==> src/rtl/interrupt_ctrl.sv <==
// interrupt_ctrl: selects RESET/NMI/IRQ at opcode fetch and holds the forced-BRK
// service state until the sequencer has fetched the vector.
module interrupt_ctrl (
    input  logic        i_clk,
    input  logic        i_reset,
    input  logic        i_clk_en,
    input  logic        i_sync,
    input  logic        i_nmi_n,
    input  logic        i_irq_n,
    input  logic        i_irq_mask,
    input  logic        i_vector_done,
    output logic        o_force_brk,
    output logic [1:0]  o_int_type,
    output logic [15:0] o_vector,
    output logic        o_suppress_write
);
    typedef enum logic {IDLE, SERVICE} state_t;
    state_t      state, state_nx;
    logic        reset_pending, reset_pending_nx;
    logic        nmi_latch, nmi_latch_nx;
    logic        nmi_prev, irq_req, nmi_edge;
    logic [1:0]  int_type_nx;
    logic [15:0] vector_nx;
    always_comb begin
        state_nx         = state;
        reset_pending_nx = reset_pending;
        nmi_latch_nx     = nmi_latch;
        int_type_nx      = o_int_type;
        vector_nx        = o_vector;
        nmi_edge         = nmi_prev & ~i_nmi_n;
        if (state == IDLE && i_sync && (reset_pending || nmi_latch || irq_req)) begin
            state_nx         = SERVICE;
            int_type_nx      = reset_pending ? 2'b11 : nmi_latch ? 2'b10 : 2'b01;
            vector_nx        = reset_pending ? 16'hFFFC : nmi_latch ? 16'hFFFA : 16'hFFFE;
            reset_pending_nx = 1'b0;
            // NMI stays latched when RESET outranked it
            nmi_latch_nx     = reset_pending & nmi_latch;
        end else if (state == SERVICE && i_vector_done) begin
            state_nx    = IDLE;
            int_type_nx = 2'b00;
            vector_nx   = 16'hFFFE;
        end
        if (nmi_edge)
            nmi_latch_nx = 1'b1;
    end
    always_ff @(posedge i_clk) begin
        if (i_reset) begin
            state         <= IDLE;
            reset_pending <= 1'b1;
            nmi_latch     <= 1'b0;
            nmi_prev      <= 1'b1;
            irq_req       <= 1'b0;
            o_int_type    <= 2'b00;
            o_vector      <= 16'hFFFC;
        end else if (i_clk_en) begin
            state         <= state_nx;
            reset_pending <= reset_pending_nx;
            nmi_latch     <= nmi_latch_nx;
            nmi_prev      <= i_nmi_n;
            irq_req       <= ~i_irq_n & ~i_irq_mask;
            o_int_type    <= int_type_nx;
            o_vector      <= vector_nx;
        end
    end
    assign o_force_brk      = (state == SERVICE);
    assign o_suppress_write = (state == SERVICE) && (o_int_type == 2'b11);
endmodule

==> config.mk <==
export PLATFORM = sky130hd
export DESIGN_NAME = interrupt_ctrl
export DESIGN_NICKNAME = d
export VERILOG_FILES = /design/src/rtl/interrupt_ctrl.sv
export SDC_FILE = /design/constraint.sdc
export NUM_CORES = 1
export LEC_CHECK = 0
export BUFFER_PORTS_ARGS = -buffer_cell sky130_fd_sc_hd__buf_2
export CORE_MARGIN = 2
export CORE_UTILIZATION = 35
export CTS_CLUSTER_SIZE = 16
export DETAILED_ROUTE_END_ITERATION = 6
export GPL_TIMING_DRIVEN = 0
export MAX_ROUTING_LAYER = met4
export PLACE_DENSITY = 0.72
export SYNTH_ARGS = -nofsm -noshare
export SYNTH_HDL_FRONTEND = slang
export SYNTH_SLANG_ARGS = --single-unit
==> constraint.sdc <==
create_clock -name i_clk -period 1.26 [get_ports i_clk]
set_input_delay 0.315 -clock i_clk [delete_from_list [all_inputs] [get_ports i_clk]]
set_output_delay 0.315 -clock i_clk [all_outputs]
set_load 0.02 [all_outputs]
; Word level (Yosys, flattened, before mapping)
; Index checks and enable logic that the tools add are counted.
[word_totals]
out_inout_bits = 20
word_cells = 38
register_bits = 23
inputBits = 8
[classes]
reduce_logical = 11
n_bitwise = 7
muxes = 12
eq_ne = 1
[op_table]
columns = op, count
row1 = $mux W16, 2
row2 = $mux W2, 4
row3 = $mux W3, 2
row4 = $reduce_and A2 Y1, 3
row5 = $logic_and A1 B1 Y1, 4
row6 = $mux W1, 4
row7 = $not A1 Y1, 4
row8 = $reduce_bool A2 Y1, 2
row9 = $and A1 B1 Y1, 3
row10 = $eq A2 B2 Y1 const B, 1
row11 = $logic_or A1 B1 Y1, 2

; Depth between registers and ports, before layout
[depth]
word_depth = 5
depth_mapped = 4
ltp_nobuf = 3

; Worst setup path before layout
; Ideal clock, no wire load.
[synth_timing]
path_type = register -> register
startpoint = register state (netlist: o_force_brk)
endpoint = register o_vector[2]
setup_ps = 127
n_path_buf = 0
arrival_ps = 1076
required_time_ps = 1133
path_slack_ps = 57
stages_incl_launch_ff = 4
period_less_slack_ps = 1203
path_cell_list = dfxtp_1 -> or4b_4 -> nor3_2 -> a31oi_1
[synth_via]
elab_chain_len = 5
[synth_rtl]
columns = element, line
row1 = start: declaration, 18  ; state_t state, state_nx;
row2 = start signal: assignment, 56  ; state <= state_nx;
row3 = $not A1 Y1, 31  ; if (state == IDLE && i_sync && (reset_pending || nmi_latch || irq_req)) begin
row4 = $logic_and A1 B1 Y1 (2 in a row), 31
row5 = $reduce_bool A2 Y1 (no source line), n/a
row6 = $reduce_and A2 Y1 (no source line), n/a
row7 = end signal: assignment, 62  ; o_vector <= vector_nx;
row8 = end: declaration, 14  ; output logic [15:0] o_vector,
; Several ways; a longest one is shown, not always the timed one.
; A chain may end at the register's enable or synchronous reset.

; Worst setup path in the final report
[layout_timing]
startpoint = register state (netlist: o_force_brk)
endpoint = output o_suppress_write
[layout_via]
elab_chain_len = 1
[layout_rtl]
columns = element, line
row1 = $logic_and A1 B1 Y1, 66  ; assign o_suppress_write = (state == SERVICE) && (o_int_type == 2'b11);
row2 = end: declaration, 15  ; output logic o_suppress_write
; No other way between the ends.

==> results.json <==
{
  "hold_path_class": "primary input to flip-flop",
  "routed_wl_um": 886,
  "grt_use_total_pct": 11.6,
  "period_share_pct": 97.6,
  "rows": 13,
  "drive_gt1_share_pct": 44.7,
  "die-width_um": 42.4,
  "clock_sinks": 9,
  "crit_cells": 2,
  "design.die.area_um2": 1800,
  "worst_clock_skew_ns": 0.00338,
  "grt_overflow_total": 0,
  "seqPwrFrac_pct": 44.5,
  "synth_seq_cells": 9,
  "via_per_inst": 4.42,
  "path_cells": "and3_1 -> buf_6",
  "synth_cells": 57,
  "core-area_um2": 1330,
  "drt-initial-drc-count": 7,
  "grt_pass1_vias": 388,
  "p_comb_share_pct": 23.7,
  "pwr-share-clk_pct": 31.8,
  "worstSkewPairLatency_ns": 0.26,
  "cts_buffers": 3,
  "maxCapViolCount": 0,
  "io_buffers": 11,
  "path_buf_inv": 1,
  "finalSetupTns_ns": 0,
  "r2r_cells": 4,
  "stdcell_area_um2": 679,
  "syn2layout_area_growth_pct": 31.5,
  "antenna_found_initial": 0,
  "cp_slowest_stage_delay_ns": 0.35,
  "worstSetupEndpointType": "primary output",
  "clk_path_buf_depth": 2,
  "grt_start_max_net_pins": 10,
  "switching_share_pct": 29.7,
  "final_cell_mix": "16 x buf_4, 14 x conb_1, 10 x buf_2, 8 x dfxtp_1",
  "vdd.ir_drop.worst_mv": 0.720,
  "cp.arrival_ns": 0.92,
  "placed_area_um2": 636,
  "fmax_mhz": 813,
  "syn_area_um2": 517,
  "grt_pass1_wl_um": 1580,
  "crit_fanout": 4,
  "hold_violations": 0,
  "yosysWarnings": 0,
  "syn_area_per_cell_um2": 9.07,
  "place_congestion": 0.843,
  "nets": 94,
  "antenna-diode-count": 0,
  "status": "complete, no violations",
  "p_int_mw": 0.500,
  "ios": 28,
  "htreeDepth": 1,
  "start_util_pct": 38.7,
  "ant_nets": 0,
  "tritoncts": "built",
  "drt-pass1-iter-count": 3,
  "crit_family": "flip-flops",
  "critPathLaunchType": "flip-flop",
  "p_leak_nw": 0.335,
  "wire_per_inst_um": 8.86,
  "worstHoldPathCells": 2,
  "cts_root_buf": "clkbuf_4",
  "rsz0062_at_grt": "false",
  "drv_slew": 0,
  "p_sw_mw": 0.212,
  "dpl.hpwl_um": 696,
  "ys_seq_area_share_pct": 34.9,
  "vias": 442,
  "setup_viol": 0,
  "clk_pin_slew_ns": 0.06,
  "fin_crit_ns": 1.23,
  "drc": 0,
  "die_h_um": 42.4,
  "layout_commonest_cell": "buf_4",
  "netlist-cell-type-count": 24,
  "path_class": "flip-flop to primary output",
  "required_ns": 0.94,
  "power.density_nw_per_um2": 1050,
  "crit_path_top_delay_cell": "dfxtp_4"
}
## cell type report
cell class | count | area [µm²]
sequential | 9 | 184
clock buffer | 4 | 26.3
timing repair buffer | 12 | 68.8
tap | 15 | 18.8
buffer | 16 | 124
multi-input combinational | 42 | 250
fill | 143 | 654
inverter | 2 | 7.51
## kinds of logic (layout without fill, tap and decap cells)
kind of cell           Yosys count  in the layout  share of synthesized area, %
AOI/OAI and AO/OA               13             13                          18.9
muxes                            1              1                          1.94
DFF                              9              9                          34.9
and+or+nand+nor                 14             14                          17.4
buffers and inverters           18             34                          25.4
other                            2             14                          1.45
## power groups by stage
| stage | logic (mW) | registers, mW | clock network (mW) |
|---|---|---|---|
| 2_1_floorplan | 0.122 | 0.335 | 0 |
| 3_3_place_gp | 0.161 | 0.325 | 0 |
| 3_5_place_dp | 0.163 | 0.325 | 0 |
| 4_1_cts | 0.168 | 0.317 | 0.226 |
| 5_1_grt | 0.185 | 0.320 | 0.247 |
| 6_report | 0.169 | 0.317 | 0.226 |
## timing repair
action,in CTS,in global routing
hold buffers,0,0
endpoints found under the setup margin,1,1
gates resized for setup,3,1
buffers inserted,1,0
## layer usage
metal / up-vias / global-route usage [%] / routed length, µm
li1: 225 / - / -
met1: 194 / 13.0 / 348
met2: 23 / 19.4 / 432
met3: 0 / 3.88 / 105
met4: 0 / 3.75 / 0
met5: - / - / 0
## worst paths after layout
| check | to | startpoint | slack, ns |
|---|---|---|---|
| setup / recovery | o_suppress_write | o_force_brk$_SDFFE_PP0P_ | 0.03 |
| hold / removal | o_force_brk$_SDFFE_PP0P_ | i_reset | 0.24 |
| setup reg to reg | o_int_type[0]$_SDFFE_PP0P_ | o_force_brk$_SDFFE_PP0P_ | 0.07 |
| hold reg to reg | o_vector[2]$_SDFFE_PP1P_ | o_vector[2]$_SDFFE_PP1P_ | 0.46 |
## state kept, by name, indices dropped and copies added, names as in the netlist
name and flops:
o_int_type 2, o_vector 2, irq_req 1, nmi_latch 1, nmi_prev 1, o_force_brk 1
reset_pending 1
## metrics by stage
step | hold slack (ns) | setup WS, ns | utilization (%) | std cells | total power, mW
2_1_floorplan | 0.442 | 0.0567 | - | 69 | 0.457
6_report | 0.243 | 0.0300 | 50.9 | 100 | 0.712
4_1_cts | 0.248 | 0.0163 | 50.7 | 100 | 0.711
3_3_place_gp | 0.449 | 0.0680 | 47.7 | 95 | 0.486
3_5_place_dp | 0.456 | 0.0563 | 47.7 | 95 | 0.488
5_1_grt | 0.250 | 0.00402 | 50.9 | 100 | 0.753
## Yosys cell counts
cell type	instances	area, µm²
buf_4	15	113
conb_1	2	7.51
buf_6	1	11.3
a221oi_1	1	8.76
o21ai_1	1	5.00
nor2_1	3	11.3
and3b_2	1	10.0
a21o_1	1	7.51
o21ai_2	1	8.76
a21oi_1	2	10.0
nor2b_1	1	6.26
and3_1	1	6.26
or4b_4	1	13.8
a32o_1	2	20.0
nor3_2	1	10.0
inv_1	2	7.51
mux2i_1	1	10.0
nand2_1	3	11.3
a31oi_1	3	18.8
a21o_2	1	8.76
dfxtp_1	9	180
nand3b_1	2	15.0
or2_1	1	6.26
a211o_2	1	10.0
Power figures use the tool's default switching activity.
